<file path="config.mk">
export PLATFORM = sky130hd
export DESIGN_NAME = mmio_uart_ctrl
export DESIGN_NICKNAME = d
export VERILOG_FILES = /design/src/rtl/mmio_uart_ctrl.sv
export SDC_FILE = /design/constraint.sdc
export NUM_CORES = 1
export LEC_CHECK = 0
export BUFFER_PORTS_ARGS = -buffer_cell sky130_fd_sc_hd__buf_2
export CAP_MARGIN = 25
export CORE_MARGIN = 3
export CORE_UTILIZATION = 55
export CTS_BUF_LIST = sky130_fd_sc_hd__clkbuf_8 sky130_fd_sc_hd__clkbuf_16
export CTS_CLUSTER_DIAMETER = 150
export DETAILED_ROUTE_END_ITERATION = 16
export PLACE_DENSITY_LB_ADDON = 0.2
export SYNTH_ARGS = -nofsm -noshare
export SYNTH_HDL_FRONTEND = slang
export SYNTH_SLANG_ARGS = --single-unit
</file>
<file path="constraint.sdc">
create_clock -name clk -period 3.1 [get_ports clk]
set_input_delay 0.31 -clock clk [delete_from_list [all_inputs] [get_ports clk]]
set_output_delay 0.31 -clock clk [all_outputs]
set_load 0.02 [all_outputs]
</file>
<file path="src/rtl/mmio_uart_ctrl.sv">
// Memory-mapped UART/counter controller: decodes the 0x8000_00xx window.
// It provides a one-byte TX holding register, an RX FIFO and cycle/instret counters.
module mmio_uart_ctrl #(
    parameter int unsigned RX_DEPTH  = 4,
    parameter int unsigned CNT_WIDTH = 32
) (
    input  logic        clk,
    input  logic        rst,
    input  logic [31:0] addr,
    input  logic [31:0] wdata,
    input  logic [3:0]  we,
    input  logic        re,
    input  logic        inst_retire,
    output logic [31:0] rdata,
    output logic [7:0]  uart_data_in,
    output logic        uart_data_in_valid,
    input  logic        uart_data_in_ready,
    input  logic [7:0]  uart_data_out,
    input  logic        uart_data_out_valid,
    output logic        uart_data_out_ready
);

    localparam int unsigned PTR_W = (RX_DEPTH > 1) ? $clog2(RX_DEPTH) : 1;
    localparam int unsigned CNT_W = $clog2(RX_DEPTH + 1);

    localparam logic [31:0] ADDR_STATUS = 32'h8000_0000;
    localparam logic [31:0] ADDR_RXD    = 32'h8000_0004;
    localparam logic [31:0] ADDR_TXD    = 32'h8000_0008;
    localparam logic [31:0] ADDR_CYC    = 32'h8000_0010;
    localparam logic [31:0] ADDR_INST   = 32'h8000_0014;
    localparam logic [31:0] ADDR_CLR    = 32'h8000_0018;

    typedef enum logic {
        TX_EMPTY = 1'b0,
        TX_FULL  = 1'b1
    } tx_state_t;

    tx_state_t            tx_state;
    logic [7:0]           rx_mem [RX_DEPTH];
    logic [PTR_W-1:0]     rd_ptr;
    logic [PTR_W-1:0]     wr_ptr;
    logic [CNT_W-1:0]     rx_count;
    logic [CNT_WIDTH-1:0] cyc_cnt;
    logic [CNT_WIDTH-1:0] inst_cnt;

    logic        store;
    logic        tx_wr;
    logic        cnt_clr;
    logic        rx_empty;
    logic        push;
    logic        pop;
    logic [31:0] rd_mux;
    logic        unused_wdata;

    assign unused_wdata = ^wdata[31:8];

    assign store    = (we != 4'd0);
    assign tx_wr    = store && (addr == ADDR_TXD);
    assign cnt_clr  = store && (addr == ADDR_CLR);
    assign rx_empty = (rx_count == CNT_W'(0));
    assign push     = uart_data_out_valid && uart_data_out_ready;
    assign pop      = re && (addr == ADDR_RXD) && !rx_empty;

    assign uart_data_out_ready = (rx_count != CNT_W'(RX_DEPTH));

    // Load data is taken from pre-edge state, before any same-cycle push/pop.
    always_comb begin
        rd_mux = 32'd0;
        case (addr)
            ADDR_STATUS: rd_mux = {30'd0, !rx_empty, (tx_state == TX_EMPTY)};
            ADDR_RXD:    rd_mux = rx_empty ? 32'd0 : {24'd0, rx_mem[rd_ptr]};
            ADDR_CYC:    rd_mux = 32'(cyc_cnt);
            ADDR_INST:   rd_mux = 32'(inst_cnt);
            default:     rd_mux = 32'd0;
        endcase
    end

    // FIFO storage needs no reset; the count alone defines what is valid.
    always_ff @(posedge clk) begin
        if (push) begin
            rx_mem[wr_ptr] <= uart_data_out;
        end
    end

    always_ff @(posedge clk) begin
        if (!rst) begin
            tx_state           <= TX_EMPTY;
            uart_data_in       <= 8'd0;
            uart_data_in_valid <= 1'b0;
            rdata              <= 32'd0;
            rd_ptr             <= '0;
            wr_ptr             <= '0;
            rx_count           <= '0;
            cyc_cnt            <= '0;
            inst_cnt           <= '0;
        end else begin
            if (re) begin
                rdata <= rd_mux;
            end

            // Stores that arrive while a byte is still held are dropped.
            case (tx_state)
                TX_EMPTY: begin
                    if (tx_wr) begin
                        uart_data_in       <= wdata[7:0];
                        uart_data_in_valid <= 1'b1;
                        tx_state           <= TX_FULL;
                    end
                end
                TX_FULL: begin
                    if (uart_data_in_ready) begin
                        uart_data_in_valid <= 1'b0;
                        tx_state           <= TX_EMPTY;
                    end
                end
                default: begin
                    uart_data_in_valid <= 1'b0;
                    tx_state           <= TX_EMPTY;
                end
            endcase

            if (push) begin
                wr_ptr <= wr_ptr + PTR_W'(1);
            end
            if (pop) begin
                rd_ptr <= rd_ptr + PTR_W'(1);
            end
            case ({push, pop})
                2'b10:   rx_count <= rx_count + CNT_W'(1);
                2'b01:   rx_count <= rx_count - CNT_W'(1);
                default: rx_count <= rx_count;
            endcase

            if (cnt_clr) begin
                cyc_cnt  <= '0;
                inst_cnt <= '0;
            end else begin
                cyc_cnt <= cyc_cnt + CNT_WIDTH'(1);
                if (inst_retire) begin
                    inst_cnt <= inst_cnt + CNT_WIDTH'(1);
                end
            end
        end
    end

endmodule

</file>
After elaboration in Yosys (flattened, before gate mapping)

Memories as Yosys holds them, arrays and structs flattened. A register that Yosys moved wholly into a read port is not among the register bits.
Index checks and enable logic that the tools add are counted.

Flip-flop bits (word level): 113
Bits of input ports: 82
Logic and storage cells: 54
Output and inout bits: 42
Memories kept: 1
Memory bits (writable): 32

Memories:

| memory | depth | width | read ports | clocked after Yosys merged registers in | wr ports | RTL line | text |
|---|---|---|---|---|---|---|---|
| rx_mem | 4     | 8     | 1          | 1                                       | 1        | 39       | `logic [7:0] rx_mem [RX_DEPTH];` |

Add/sub/neg operators: 6
Multiplexer cells: 13
Reductions and logical operators: 12
Eq/ne operators: 11
Bitwise gates (word level): 2

Operators with widths:

| cell                                                                | number |
|---|---|
| 32-bit == test (second input constant)                              | 6 |
| 32-bit case mux with 4 select lines                                 | 1 |
| 32-bit by 1-bit adder with 32-bit output (second input constant)    | 2 |
| 8-bit two-way mux                                                   | 1 |
| 1-bit two-way mux                                                   | 6 |
| 3-bit case mux with 2 select lines                                  | 1 |
| 1-bit logical AND                                                   | 5 |
| 2-bit by 1-bit adder with 2-bit output (second input constant)      | 2 |
| 2-bit two-way mux                                                   | 2 |
| 2-bit inequality test (second input constant)                       | 2 |
| 1-bit case mux with 2 select lines                                  | 2 |
| 2-bit AND reduction                                                 | 2 |
| 4-bit nonzero test                                                  | 1 |
| 3-bit by 1-bit adder with 3-bit output (second input constant)      | 1 |
| 3-bit logical NOT                                                   | 1 |
| 3-bit inequality test (second input constant)                       | 1 |
| 3-bit by 1-bit subtractor with 3-bit output (second input constant) | 1 |
| 2-bit by 1-bit == test with 1-bit output (second input constant)    | 1 |
| 2-bit == test (second input constant)                               | 1 |
| 1-bit NOT                                                           | 2 |
| 2-bit nonzero test                                                  | 1 |
| 2-bit OR reduction                                                  | 1 |
| 1-bit logical NOT                                                   | 1 |

Longest topological paths before layout

Gate-level depths: netlist of run 1.

Depth after elaboration: 5
Gate-level depth with buffers: 10
Depth with buffers taken out: 10

Worst setup path after synthesis of run 1

Ideal clock, no wire load.

Path type: in2reg
Start: input port addr[25]
End: register rx_count[2]
Library setup time: 0.072 ns
Path slack: 0.700 ns
Data arrival time: 2.328 ns
Stages on the path: 10
Required time: 3.028 ns
Buffers on the path: 0
Path through: nor4b_1 > nand3_1 > or2_1 > nor2_1 > ha_1 > inv_1 > fa_1 > xor2_1 > or3_1 > a21oi_1

Longest elaborated chain between the ends: 5
Elaborated cells between the ends (all ways): 7
Those cells by class: eq/ne: 3; mux: 1; reduce/logical: 3

RTL lines:

| what                                                                      | RTL line | text |
|---|---|---|
| start, declared                                                           | 9        | `input logic [31:0] addr,` |
| 32-bit == test (*)                                                        | 62       | `assign pop = re && (addr == ADDR_RXD) && !rx_empty;` |
| 1-bit logical AND (*) (2 in a row)                                        | 62       |  |
| net pop                                                                   | 51       | `logic pop;` |
| 2-bit by 1-bit == test with 1-bit output or 2-bit == test (tied branches) | 128      | `case ({push, pop})` |
| 3-bit case mux with 2 select lines or 2-bit nonzero test (tied branches)  | n/a      |  |
| end signal, assigned                                                      | 129      | `2'b10: rx_count <= rx_count + CNT_W'(1);` |
| end signal, assigned                                                      | 130      | `2'b01: rx_count <= rx_count - CNT_W'(1);` |
| end signal, assigned                                                      | 131      | `default: rx_count <= rx_count;` |
| end, declared                                                             | 42       | `logic [CNT_W-1:0] rx_count;` |

Mark *: on every way through the listed nets, which the timed path passes. The rest lies on a longest branch.
A chain may end at the register's enable or synchronous reset.

Worst setup path after layout of run 1

Start: input port addr[18]
End: register rx_count[2]

Same word-level chain as after synthesis.

==> flow_metrics.tcl, run 1 <==
set metrics [dict create \
    synth_top_area_share_pct 35.9 \
    wirelength_um 13800 \
    first_pass_iters 5 \
    ctsResizeCount 0 \
    worstPathRequired_ns 3.45 \
    syn_area_mm2 0.00642 \
    grt_pass1_wl_um 23100 \
    drive_gt1_share_pct 23.3 \
    fin_crit_sh_pct 74.7 \
    dieArea_mm2 0.0130 \
    viasPerCell 5.56 \
    crit_path_max_fanout 4 \
    grt_pass1_vias 4871 \
    synth-edff-count 32 \
    htreeDepth 4 \
    holdWs_ns 0.0964 \
    hold_buffers 0 \
    synth-main-ff-cell "dfxtp_1" \
    end_kind "flip-flop" \
    clk_path_buf_depth 2 \
    status "finished clean" \
    synth_area_leaders "dfxtp_1 (36%), edfxtp_1 (15%), mux2i_1 (6.1%)" \
    cap_violations 0 \
    portBuffers 99 \
    ys_seq_area_share_pct 50.9 \
    drt-initial-drc-count 268 \
    cts_setup_buffers 0 \
    clock_latency_ns 0.43 \
    fmax_mhz 432 \
    syn_to_final_growth_pct 18.6 \
    grt-ovfl-total 0 \
    synth_cells 627 \
    hold_path.class "in2reg" \
    p_per_area_mw_per_mm2 569 \
    grt_max_degree 65 \
    rsz0062_at_grt "false" \
    ir_worst_vdd_v 0.000590 \
    antenna_found_initial 0 \
    use_met3_pct 8.01 \
    wire_per_inst_um 15.7 \
    final_common_cell "dfxtp_1" \
    r2r_cells 10 \
    met1_usage_pct 26.4 \
    slew_viol_final 0 \
    via_count 4866 \
    top_level_ports 124 \
    n_antenna_cell 0 \
    die_w_um 114 \
    reg2reg_slack_ns 0.78 \
    rows 38 \
    mostFrequentLayoutCells "dfxtp_1 (115), buf_2 (99), nor2_1 (69), nand2_1 (57), mux2i_1 (39)" \
    r2r_end "rx_count[2]" \
    path_class "in2reg" \
    nNetsFinal 812 \
    setup_tns_ns 0 \
    p_total_mw 4.33 \
    slew_headroom_pct 59.9 \
    whs_path_depth 1 \
    synth_cell_types 45 \
    cp-start-kind "input port" \
    synth_area_leader_cell "dfxtp_1" \
    initial_core_util_pct 57.7 \
    place_congestion 0.784 \
    tightest_slew_ns 0.601 \
    drc 0 \
    hold_viol 0 \
    crit_arrival_ns 2.66 \
    power.leakage_nw 2.93 \
    core-area_mm2 0.0111 \
    ant_nets 0 \
    clock_skew_ns 0.00855 \
    grt_usage_pct 22.5 \
    cts_tree "yes" \
    synth_seq_cells 147 \
    clock-sinks 147 \
    hp-start "uart_data_out[4]" \
    yosys_warnings 0 \
    synth.avg_cell_area_um2 10.2 \
    grt-busiest-layer "met2" \
    cts-buffers-inserted 17 \
    dp_hpwl_um 9370 \
    r2r-start "rx_count[1]" \
    die_h_um 114 \
    setup_viol 0 \
    min_period_ns 2.32 \
    synth_nets 717 \
    min_to "rx_mem[2][4]" \
    synthArstFlopShare_pct 0 \
    grt_use_met2_pct 38.7 \
    clk_pin_slew_ns 0.07 \
    clock-root-buffer "clkbuf_16" \
]
==> layer usage <==
layer	share of wire [%]	wire length, µm	up-vias
met5	0	0	-
met4	0.81	112	0
met3	6.2	859	10
met2	51	6970	156
met1	42	5830	2289
li1	-	-	2411
==> critical path, cell delays in order <==
cell and delay, ns:
buf_2 0.10, nor4_1 0.30, nand3_1 0.29, or2_1 0.34, nor2_1 0.11, ha_1 0.19
inv_1 0.06, fa_1 0.38, xor2_1 0.15, or3_1 0.30, a21oi_1 0.13
==> per-stage QoR <==
| step | instances | setup WS, ns | instance area, µm² | utilization, % |
|---|---|---|---|---|
| after floorplan | 627 | 0.700 | 6420 | - |
| after global placement | 843 | 0.412 | 6990 | 62.8 |
| after detailed placement | 843 | 0.320 | 6990 | 62.8 |
| after CTS | 875 | 0.789 | 7610 | 68.4 |
| after global routing | 875 | 0.591 | 7610 | 68.4 |
| final | 875 | 0.785 | 7610 | 68.4 |
==> final cells by class <==
| type | count | area (µm²) |
|---|---|---|
| fill | 848 | 3520 |
| sequential | 147 | 3260 |
| multi-input combinational | 433 | 2930 |
| timing repair buffer | 104 | 546 |
| clock buffer | 17 | 425 |
| clock inverter | 15 | 196 |
| tap | 140 | 175 |
| inverter | 19 | 71.3 |
==> cells in the mapped netlist, types with 2 or more instances <==
master      n
nor4_1      6
buf_2       6
nand2_1    57
or4_1       2
o21ai_0    35
nor2_1     70
nor2_2     12
nand4_1    30
buf_6       6
mux2i_1    39
xor2_1     38
and2_1      3
and3_1     10
nand3_1    19
nor4b_1     3
and4_1      9
nor3_1     13
nor4_4      4
or3_1       9
mux4_2      8
ha_1        7
a21oi_1    16
xnor2_1    19
inv_1      18
dfxtp_1   115
clkbuf_1   16
nand4_2     3
o211ai_1    6
edfxtp_1   32
==> worst max-delay path by stage <==
stage             endpoint        start  slack [ns]
2_1_floorplan  rx_count[2]     addr[25]        0.70
3_3_place_gp   rx_count[2]     addr[25]        0.41
3_5_place_dp   rx_count[2]     addr[17]        0.32
4_1_cts        rx_count[2]  rx_count[1]        0.79
5_1_grt        rx_count[2]     addr[17]        0.59
6_report       rx_count[2]     addr[18]        0.78
==> power breakdown <==
| group | switching (mW) | internal [mW] | total (mW) |
|---|---|---|---|
| Clock | 0.855 | 1.29 | 2.15 |
| Sequential | 0.0184 | 1.99 | 2.01 |
| Combinational | 0.103 | 0.0725 | 0.176 |
| Total | 0.976 | 3.35 | 4.33 |
==> cells by family (layout without fill, tap and decap cells) <==
group	after synthesis	count (layout)	share of synthesized area, %
simple gates	258	258	21.4
mux	47	47	8.89
fa+ha+maj	8	8	1.68
buf+inv	47	155	3.57
flops	147	147	50.9
xor+xnor	57	57	7.78
compound gates	63	63	5.81
==> state kept, by name (all words and copies together) (netlist names), 2 cells and up, named ones only <==
signal	count
uart_data_in	8
rx_mem	32
cyc_cnt	32
rdata	32
rx_count	3
inst_cnt	32
rd_ptr	2
wr_ptr	2
Note: power is estimated with default switching activity, not from simulation.
==> run 2, diff against run 1 <==
--- a/config.mk
+++ b/config.mk
@@ -8,7 +8,7 @@
 export BUFFER_PORTS_ARGS = -buffer_cell sky130_fd_sc_hd__buf_2
 export CAP_MARGIN = 25
 export CORE_MARGIN = 3
-export CORE_UTILIZATION = 55
+export CORE_UTILIZATION = 50
 export CTS_BUF_LIST = sky130_fd_sc_hd__clkbuf_8 sky130_fd_sc_hd__clkbuf_16
 export CTS_CLUSTER_DIAMETER = 150
 export DETAILED_ROUTE_END_ITERATION = 16
==> constraint.sdc (replaced) <==
create_clock -name clk -period 2.05 [get_ports clk]
set_input_delay 0.205 -clock clk [delete_from_list [all_inputs] [get_ports clk]]
set_output_delay 0.205 -clock clk [all_outputs]
set_load 0.02 [all_outputs]
==> run 2 against run 1 <==
Compared with the run above:
- final cell count grew 7.7%
- sequential share of layout area shrank 2.1 points
- die area grew 9.5%
- non-clock buffer count grew 39
- sequential cell count is the same
- via count grew 3.6%
- worst setup slack lost 0.74 ns
- routed wire length grew 2.4%
- combinational power grew 85%
==> flow_metrics.tcl, run 2 (same netlist as run 1, synthesis figures left out) <==
set metrics [dict create \
    clock_skew_ns 0.00810 \
    min_period_ns 2.00 \
    first_pass_iters 4 \
    htreeDepth 4 \
    grt-ovfl-total 0 \
    initial_core_util_pct 52.3 \
    die_w_um 119 \
    grt_pass1_wl_um 24000 \
    p_per_area_mw_per_mm2 810 \
    final_common_cell "dfxtp_1" \
    grt_max_degree 65 \
    slew_viol_final 0 \
    antenna_found_initial 0 \
    register_area_mm2 0.00327 \
    worstPathRequired_ns 2.41 \
    via_count 5039 \
    rsz0062_at_grt "true" \
    nNetsFinal 851 \
    dieArea_mm2 0.0142 \
    tightest_slew_ns 0.588 \
    wire_per_inst_um 15.0 \
    cap_violations 0 \
    crit_arrival_ns 2.36 \
    drive_gt1_share_pct 28.6 \
    grt_pass1_vias 5092 \
    clk_pin_slew_ns 0.06 \
    multi_input_area_mm2 0.00301 \
    hold_viol 0 \
    clk_path_buf_depth 2 \
    n_antenna_cell 0 \
    clock_latency_ns 0.43 \
    ant_nets 0 \
    dp_hpwl_um 9750 \
    setup_viol 0 \
    portBuffers 99 \
    cp_common_cell "nor2_1" \
    power.leakage_nw 3.12 \
    wirelength_um 14100 \
    reg2reg_slack_ns 0.05 \
    finalWorstSetupSlack_ns 0.0486 \
    n_fill_cell 986 \
    slowest_delay_ns 0.36 \
    place_congestion 0.817 \
    syn_to_final_growth_pct 24.9 \
    drc 0 \
    p_total_mw 6.49 \
    ir_worst_vdd_v 0.000797 \
    mostFrequentLayoutCells "dfxtp_1 (112), buf_2 (99), nor2_1 (69), nand2_1 (57), mux2i_1 (39)" \
    crit_chain "nor3_2 -> nor2_1 -> nand4_1 -> nor2_1 -> ha_2 -> inv_2 -> fa_2 -> xor2_1 -> or3_1 -> a21oi_1" \
    die_h_um 119 \
    crit_path_max_fanout 3 \
    hold_path.class "in2reg" \
    fin_crit_sh_pct 97.6 \
    drt-initial-drc-count 342 \
    viasPerCell 5.35 \
    cp_slowest_cell "dfxtp_4" \
    fmax_mhz 500 \
    status "finished clean" \
    cts_tree "yes" \
    cts-buffers-inserted 17 \
    cp-start-kind "flip-flop" \
    rows 40 \
    fin_util_pct 65.4 \
    grt_usage_pct 21.0 \
    top_level_ports 124 \
    slew_headroom_pct 60.8 \
    clock-root-buffer "clkbuf_16" \
    end_kind "flip-flop" \
    setup_tns_ns 0 \
    core-area_mm2 0.0123 \
    path_class "reg2reg" \
    dp_slack_ns -0.268 \
    clock-sinks 147 \
]
==> run 2: worst max-delay path: cells and delay by family, from the launching register on <==
family | cells | cell delay [ns]
AOI/OAI and AO/OA | 1 | 0.12
xor gates and xnor gates | 1 | 0.15
adders and majority gates | 2 | 0.52
buffers and inverters | 1 | 0.04
DFF | 1 | 0.36
and+or+nand+nor | 5 | 0.72
==> run 2: path summary, 6_finish.rpt <==
| kind | depth (start not counted) | end | start |
|---|---|---|---|
| worst max-delay path | 10 | rx_count[2] | rx_count[0] |
| worst min-delay path | 3 | uart_data_in[7] | wdata[7] |
| worst max register to register | 10 | rx_count[2] | rx_count[0] |
| worst min register to register | 2 | rdata[11] | rdata[11] |
==> run 2: layout make-up <==
cell class,instances,share of cell area [%]
Inverter,19,0.890
Clock inverter,15,2.14
Sequential cell,147,40.8
Multi-Input combinational cell,433,37.6
Clock buffer,17,5.31
Timing Repair Buffer,143,10.7
Tap cell,168,2.62
==> run 2: per-layer routing <==
layer	GRT usage (%)	share of wire (%)	vias up
met5	0	0	-
met4	6.15	1.2	0
met3	6.17	5.3	14
met2	35.6	50	133
met1	25.8	44	2402
li1	-	-	2490
==> run 2: power breakdown <==
part / switching (mW) / total [mW] / internal, mW
clock: 1.31 / 3.13 / 1.83
sequential: 0.0267 / 3.03 / 3.01
combinational: 0.177 / 0.326 / 0.150
==> run 2: what timing repair did <==
action / CTS / global route
hold buffers: 7 / 0
endpoints found under the setup margin: 1 / 3
buffers inserted: 6 / 1
gates resized for setup: 5 / 7
hold endpoints to repair: 28 / 0
pin swaps: 3 / 2
==> run 2: metrics by stage <==
stage / hold slack, ns / cell area, µm² / std cells
floorplan: 0.304 / 6480 / 627
CTS: 0.00496 / 7990 / 941
finish: 0.0158 / 8010 / 942
global route: 0.0156 / 8010 / 942
detailed placement: 0.427 / 7280 / 896
global placement: 0.417 / 7280 / 896
==> run 3, diff against run 2 <==
--- a/config.mk
+++ b/config.mk
@@ -12,7 +12,7 @@
 export CTS_BUF_LIST = sky130_fd_sc_hd__clkbuf_8 sky130_fd_sc_hd__clkbuf_16
 export CTS_CLUSTER_DIAMETER = 150
 export DETAILED_ROUTE_END_ITERATION = 16
-export PLACE_DENSITY_LB_ADDON = 0.2
+export PLACE_DENSITY = 0.73
 export SYNTH_ARGS = -nofsm -noshare
 export SYNTH_HDL_FRONTEND = slang
 export SYNTH_SLANG_ARGS = --single-unit
==> run 3 against run 2 <==
Compared with the run above:
- the flow now finishes with violations (negative setup slack)
- global-route usage shrank 0.35 points
- die area is the same
- core utilization shrank 0.47 points
- critical path depth is the same
- via count shrank 1.3%
- hold slack gained 0.0028 ns
==> flow_metrics.tcl, run 3 (same netlist as run 1, synthesis figures left out) <==
set metrics [dict create \
    dp.cells 896 \
    clock_latency_ns 0.42 \
    fmax_mhz 477 \
    hold_viol 0 \
    ant_nets 0 \
    cp-start-kind "flip-flop" \
    finalWorstSetupSlack_ns -0.0452 \
    status "finished, violations left" \
    die_w_um 119 \
    min_to "rx_mem[3][1]" \
    r2r-start "rx_count[2]" \
    drt-initial-drc-count 215 \
    clock_skew_ns 0.00730 \
    core-area_mm2 0.0123 \
    slew_headroom_pct 63.5 \
    grt_usage_pct 20.6 \
    grt-ovfl-total 0 \
    r2r_end "rx_count[2]" \
    drive_gt1_share_pct 27.8 \
    cts-buffers-inserted 17 \
    clk_path_buf_depth 2 \
    viasPerCell 5.32 \
    clock-root-buffer "clkbuf_16" \
    tightest_slew_ns 0.548 \
    antenna_found_initial 0 \
    portBuffers 99 \
    holdWs_ns 0.0186 \
    crit_arrival_ns 2.45 \
    clock-sinks 147 \
    initial_core_util_pct 52.3 \
    violations "negative setup slack" \
    cap_violations 0 \
    dieArea_mm2 0.0142 \
    grt_pass1_vias 5038 \
    clk_pin_slew_ns 0.07 \
    whs_path_depth 1 \
    setup_viol 1 \
    hp-start "uart_data_out[1]" \
    p_total_mw 6.33 \
    wirelength_um 14300 \
    fin_crit_sh_pct 102 \
    hold_path.class "in2reg" \
    slew_viol_final 0 \
    path_class "reg2reg" \
    first_pass_iters 5 \
    setup_tns_ns -0.0452 \
    dp_hpwl_um 10300 \
    place_congestion 0.839 \
    n_antenna_cell 0 \
    ir_worst_vdd_v 0.000603 \
    cts_tree "yes" \
    design_area_mm2 0.00796 \
    wire_per_inst_um 15.3 \
    power.leakage_nw 3.09 \
    reg2reg_slack_ns -0.05 \
    htreeDepth 4 \
    worstPathRequired_ns 2.40 \
    r2r_cells 10 \
    final_common_cell "dfxtp_1" \
    drc 0 \
    min_period_ns 2.10 \
    die_h_um 119 \
    mostFrequentLayoutCells "dfxtp_1 (112), buf_2 (99), nor2_1 (69), nand2_1 (57), mux2i_1 (39)" \
    rsz0062_at_grt "true" \
    grt_pass1_wl_um 23700 \
    fin_cells 935 \
    nNetsFinal 844 \
    crit_path_max_fanout 4 \
    rows 40 \
    end_kind "flip-flop" \
    dpl-instance-area_mm2 0.00729 \
    grt_max_degree 65 \
    p_per_area_mw_per_mm2 796 \
    via_count 4972 \
    syn_to_final_growth_pct 24.0 \
    top_level_ports 124 \
]
==> run 3: worst max path at each step <==
stage	from	endpoint	slack, ns	cells past startpoint
2_1_floorplan	addr[18]	rx_count[2]	-0.11	10
3_3_place_gp	addr[13]	rx_count[2]	-0.21	11
3_5_place_dp	addr[17]	rx_count[2]	-0.35	11
4_1_cts	rx_count[0]	rx_count[2]	-0.04	10
5_1_grt	rx_count[2]	rx_count[2]	-0.17	10
6_report	rx_count[2]	rx_count[2]	-0.05	10
==> run 3: what timing repair did <==
item / in CTS / in global routing
endpoints found under the setup margin: 1 / 1
hold buffers: 6 / 0
resized for setup: 6 / 4
endpoints found under the hold margin: 24 / 0
pin swaps: 0 / 3
buffers inserted: 0 / 1
==> run 3: final cells by class <==
class	instances	area, µm²
clock buffers	17	425
clock inverters	15	151
fillers	998	4310
inverters	19	71.3
multi-input cells	433	3010
flip-flops and latches	147	3270
well taps	168	210
repair buffers	136	813
==> run 3: stage by stage <==
step                      utilization [%]  setup WS (ns)
after global placement               59.4         -0.209
after detailed placement             59.4         -0.348
final                                64.9        -0.0452
after floorplan                         -         -0.114
after global routing                 64.9         -0.170
after CTS                            64.7        -0.0417
==> run 3: metal layers <==
metal	global-route usage, %	routed length (µm)	vias up
met2	35.5	7260	114
met1	25.0	6170	2362
li1	-	-	2473
met5	0	0	-
met4	8.33	246	0
met3	4.42	606	23
==> run 3: power breakdown <==
| group | switching [mW] | total [mW] | internal, mW |
|---|---|---|---|
| Sequential | 0.0277 | 3.03 | 3.00 |
| Clock | 1.37 | 3.00 | 1.63 |
| Combinational | 0.171 | 0.305 | 0.134 |
| Total | 1.57 | 6.33 | 4.77 |
==> run 3: critical path, cell delays in order (launching register included) <==
cell and delay (ns):
dfxtp_4 0.37, nor3_2 0.05, nor2_1 0.13, nand4_1 0.13, nor2_1 0.15, ha_2 0.19, inv_1 0.05, fa_2 0.33
xor2_1 0.16, or3_4 0.34, a21oi_2 0.12
